### src/rtl/inst_fetch_ctrl.sv
// Fetch sequencer for a 1-cycle-latency instruction ROM: owns the PC, feeds decode
// through a valid/stall handshake with a one-entry hold buffer, and shares the port with debug.
module inst_fetch_ctrl #(
  parameter logic [31:0] RESET_PC = 32'h0000_0000
) (
  input  logic        clock,
  input  logic        reset,
  output logic [31:0] rom_addr,
  input  logic [31:0] rom_data,
  output logic        inst_valid,
  output logic [31:0] inst_out,
  output logic [31:0] inst_pc,
  input  logic        stall,
  input  logic        redirect_valid,
  input  logic [31:0] redirect_pc,
  input  logic        dbg_req,
  input  logic [31:0] dbg_addr,
  output logic        dbg_ack,
  output logic [31:0] dbg_data
);

  logic [31:0] pc_q, pc_d, fpc_q, fpc_d, hpc_q, hpc_d, hbuf_q, hbuf_d, rom_addr_q;
  logic        f_q, f_d, h_q, h_d, d_q, rr_q, rr_d;
  logic        busy, accept, slot, dbg_want, dbg_issue, fetch_issue;
  logic        unused_low_bits;

  assign unused_low_bits = ^{dbg_addr[1:0], redirect_pc[1:0], RESET_PC[1:0]};

  assign busy       = h_q | f_q;
  assign inst_valid = busy & ~redirect_valid;
  assign accept     = inst_valid & ~stall;

  // Gating with reset keeps rom_addr at 0 while reset is held, even if RESET_PC != 0.
  assign slot        = reset & ~redirect_valid & (~busy | ~stall);
  assign dbg_want    = dbg_req & ~d_q;
  assign dbg_issue   = slot & dbg_want & ~rr_q;
  assign fetch_issue = slot & ~dbg_issue;

  always_comb begin
    inst_out = 32'h0;
    inst_pc  = 32'h0;
    if (inst_valid) begin
      inst_out = h_q ? hbuf_q : rom_data;
      inst_pc  = h_q ? hpc_q  : fpc_q;
    end
  end

  always_comb begin
    rom_addr = rom_addr_q;
    if (dbg_issue)        rom_addr = {dbg_addr[31:2], 2'b00};
    else if (fetch_issue) rom_addr = pc_q;
  end

  assign dbg_ack  = d_q;
  assign dbg_data = d_q ? rom_data : 32'h0;

  always_comb begin
    pc_d   = pc_q;
    fpc_d  = fpc_q;
    f_d    = fetch_issue;
    h_d    = h_q;
    hbuf_d = hbuf_q;
    hpc_d  = hpc_q;
    rr_d   = rr_q;
    if (fetch_issue) begin
      pc_d  = pc_q + 32'd4;
      fpc_d = pc_q;
      rr_d  = 1'b0;
    end
    if (dbg_issue) rr_d = 1'b1;
    if (redirect_valid) begin
      pc_d = {redirect_pc[31:2], 2'b00};
      h_d  = 1'b0;
    end else if (f_q && !accept) begin
      // Stalled item is parked so the ROM port is free on release.
      h_d    = 1'b1;
      hbuf_d = rom_data;
      hpc_d  = fpc_q;
    end else if (h_q && accept) begin
      h_d = 1'b0;
    end
  end

  always_ff @(posedge clock or negedge reset) begin
    if (!reset) begin
      pc_q       <= {RESET_PC[31:2], 2'b00};
      fpc_q      <= 32'h0;
      hpc_q      <= 32'h0;
      hbuf_q     <= 32'h0;
      rom_addr_q <= 32'h0;
      f_q        <= 1'b0;
      h_q        <= 1'b0;
      d_q        <= 1'b0;
      rr_q       <= 1'b0;
    end else begin
      pc_q       <= pc_d;
      fpc_q      <= fpc_d;
      hpc_q      <= hpc_d;
      hbuf_q     <= hbuf_d;
      rom_addr_q <= rom_addr;
      f_q        <= f_d;
      h_q        <= h_d;
      d_q        <= dbg_issue;
      rr_q       <= rr_d;
    end
  end

endmodule
### config.mk
export PLATFORM = sky130hd
export DESIGN_NAME = inst_fetch_ctrl
export DESIGN_NICKNAME = d
export VERILOG_FILES = /design/src/rtl/inst_fetch_ctrl.sv
export SDC_FILE = /design/constraint.sdc
export NUM_CORES = 1
export LEC_CHECK = 0
export ABC_CLOCK_PERIOD_IN_PS = 2200
export BUFFER_PORTS_ARGS = -buffer_cell sky130_fd_sc_hd__buf_2
export CAP_MARGIN = 0
export CORE_MARGIN = 4
export CORE_UTILIZATION = 35
export DETAILED_ROUTE_END_ITERATION = 6
export PLACE_DENSITY = 0.67
export SLEW_MARGIN = 20
export SYNTH_ARGS = -nofsm -noshare
export SYNTH_HDL_FRONTEND = slang
export SYNTH_SLANG_ARGS = --single-unit
export TNS_END_PERCENT = 50
### constraint.sdc
create_clock -name clock -period 2.2 [get_ports clock]
set_clock_uncertainty 0.05 [all_clocks]
set_input_delay 0.22 -clock clock [delete_from_list [all_inputs] [get_ports clock]]
set_output_delay 0.22 -clock clock [all_outputs]
set_load 0.02 [all_outputs]
==> results.md <==
* CTS buffer count at 17
* Post-route ant nets at 0
* H-tree depth at 4
* Via/cell ratio at roughly 4.9
* # setup viols final at 0
* Reg area at approximately 4000 µm²
* Clk sink count at between 150 and 200
* Starting DRT DRC Count at 417
* Initial antenna violation count at 1
* Final GP Congestion at a little under 0.8
* Layout cell share with drive strength beyond 1 at around a third
* Synth cell types at 48
* Count of pins over their slew limit at 0
* Area of the core at 22,600 µm²
* Root Buffer: clkbuf_16
* Slowest cell on the critical path: dfrtp_1
* Overall Global Routing Usage at between 15 and 20%
* Max stage delay on crit path at roughly 400 ps
* CTS Buffer Depth at 2
* Clock transition at path regs at ~60 ps
* Worst hold start: redirect_pc[30]
* Area occupied by multi-input gates at ~3800 µm²
* CP top delay family: buffers and inverters
* Ys async rst share at 100%
* Post-route insts no fill at between 1,000 and 1,500
* RSZ-0062 raised after global routing: true
* Synth Instances at around 800
* Critical Path Source: rr_q
* Starting Density at around 35%
* Worst path buffer plus inverter count at 3
* Synthesized area at about 8000 µm²
* DIE AREA at ~25,000 µm²
* Worst Hold Path EP: pc_q[30]
* Setup crit end kind: primary output
* Status: finished, final reports clean
* First-pass GRT wire length at approximately 36,000 µm
* TNS Setup at 0 ps
* RR Startpoint: dbg_ack
* Final Util at about 48%
* CTS tree: done
* Synthesized flop and latch total at between 150 and 200
* Synth Flop Type: dfrtp_1
* Final min period at 2160 ps
* Overall power at ~9300 µW
* Commonest cells after routing, fill and taps aside: 215 x buf_2, 157 x dfrtp_1, 153 x nand2_1
* Final WL at around 22,000 µm
* Reg2Reg Setup Slack at 80 ps
* Via count at about 6,700
* Die height at about 160 µm
* Leak Pwr at between 0.005 and 0.006 µW
* Worst Tran Pin Value at 829 ps
* Filler cells at roughly 2,100
* Mean post-synth cell area at about 10 µm²
* First-pass DRT Iterations at 4
* Placed cell count at 1,278
* Hold WC Path Type: input port to register
* Peak supply drop at approximately 550 µV
* Hold Vio Cnt, Final at 0
* ANT cells at 0
* DP HPWL at 15,200 µm
* CP Launch Type: register
* FF-to-FF path depth at 8
* Max cap viols at 0
* Die width at between 150 and 200 µm
* Standard-cell rows at 55
* Remaining DRCs at 0
* Synth-to-Final Area Change at 34.6%
* CP Max Fanout at 6
* Commonest non-fill, non-tap cell in the layout: buf_2
* Worst hold path cell count at 3
* Final net count at approximately 1,200
* WP data required at about 1900 ps
* Crit path kind: register to primary output
* Vias in the first global route at about 6,900
* Synth warnings at 0
* RR Endpoint: pc_q[10]
* Skew-Pair Late Insertion Delay at ~420 ps
* Port-buffer cells at 224
* Fmax at 463 MHz
* PD cells at 866 nW/µm²
* Worst rel slew slack at approximately 45%
* Number of synthesized flops with an enable pin at 0
* Fin Hold WS at ~17 ps
* Crit path cell chain: nor3b_4, buf_6, buf_12, mux2i_2, o21ai_1, buf_2
* Ports at between 200 and 250
* Grt ovf at 0
* CP arrival at between 1500 and 2000 ps
* Fin crit share at about 98%
* Pin count of the biggest net entering global routing at 156
* Register area share after synthesis at between 40% and 50%
* Avg WL per Cell at 16.3 µm
-- report_power, final --
group / switching [µW] / leakage (µW) / internal, µW
logic: 1100 / 0.00295 / 1050
registers: 440 / 0.00198 / 3630
clock network: 1220 / 0.000301 / 1890
total: 2760 / 0.00523 / 6570
-- routing by layer --
layer  vias to the layer above  part of all wire, %  track usage [%]
met4                         2                  1.2             4.62
met1                      3211                   47             23.6
met3                        19                  5.5             4.17
li1                       3260                    -                -
met2                       226                   46             28.0
met5                         -                0.032                0
-- cells in the mapped netlist (6+ instances only) --
cell      count  area share [%]
buf_2        13            0.81
o311ai_1      8            0.88
dfrtp_1     158              49
nand4_1       8            0.63
a31oi_1       6            0.47
and2_1       38             3.0
mux2_2       63             8.9
clkbuf_1     28             1.3
mux2i_1      93              12
nor2b_1       9            0.70
nor2_1       69             3.2
nand3_1      11            0.69
o21ai_1       7            0.44
nand2_1     155             7.3
o21ai_0      54             3.4
buf_4         6            0.56
-- cell type report --
class,instances,area share [%]
well taps,285,3.31
flip-flops and latches,158,36.8
multi-input cells,580,35.7
repair buffers,300,18.2
inverters,4,0.140
clock inverters,11,1.43
clock buffers,21,4.37
-- tightest hold or removal path, cell delays in order --
cell and delay, ps:
buf_2 90, nand2_1 50, o211ai_1 80
-- state kept, by name (all words and copies together), names as in the netlist --
signal / cells
dbg_ack: 1
rom_addr_q: 32
f_q: 1
rr_q: 1
hpc_q: 30
pc_q: 30
h_q: 1
hbuf_q: 32
fpc_q: 30
-- timing repair --
| action | 4_1_cts | 5_1_grt |
|---|---|---|
| endpoints found under the setup margin | 92 | 40 |
| hold buffers | 41 | 0 |
| pin swaps | 0 | 3 |
| cloned | 1 | 2 |
| hold endpoints to repair | 42 | 0 |
| setup buffers | 2 | 3 |
| gates resized for setup | 31 | 31 |
-- through the flow --
step	instance area, µm²	worst slack (ps)
global placement	9500	280
detailed placement	9500	254
CTS	10600	-26.5
global route	10800	-58.2
floorplan	8000	107
finish	10800	41.4
-- worst max path at each step --
stage | end | cells past startpoint | slack, ps
final | rom_addr[23] | 6 | 40
after floorplan | rom_addr[10] | 4 | 110
after global routing | rom_addr[23] | 6 | -60
after detailed placement | rom_addr[31] | 5 | 250
after CTS | rom_addr[18] | 5 | -30
after global placement | rom_addr[26] | 5 | 280
-- cells by family after synthesis --
group / Yosys count / share of synthesized area [%]
multiplexers: 156 / 20.5
adder cells (fa/ha/maj): 1 / 0.157
buffers and inverters: 58 / 3.32
flip-flops: 158 / 49.5
AO/OA/AOI/OAI: 93 / 6.93
other: 1 / 0.0469
XOR/XNOR: 8 / 0.877
AND/OR/NAND/NOR: 320 / 18.7
Power figures use the tool's default switching activity.
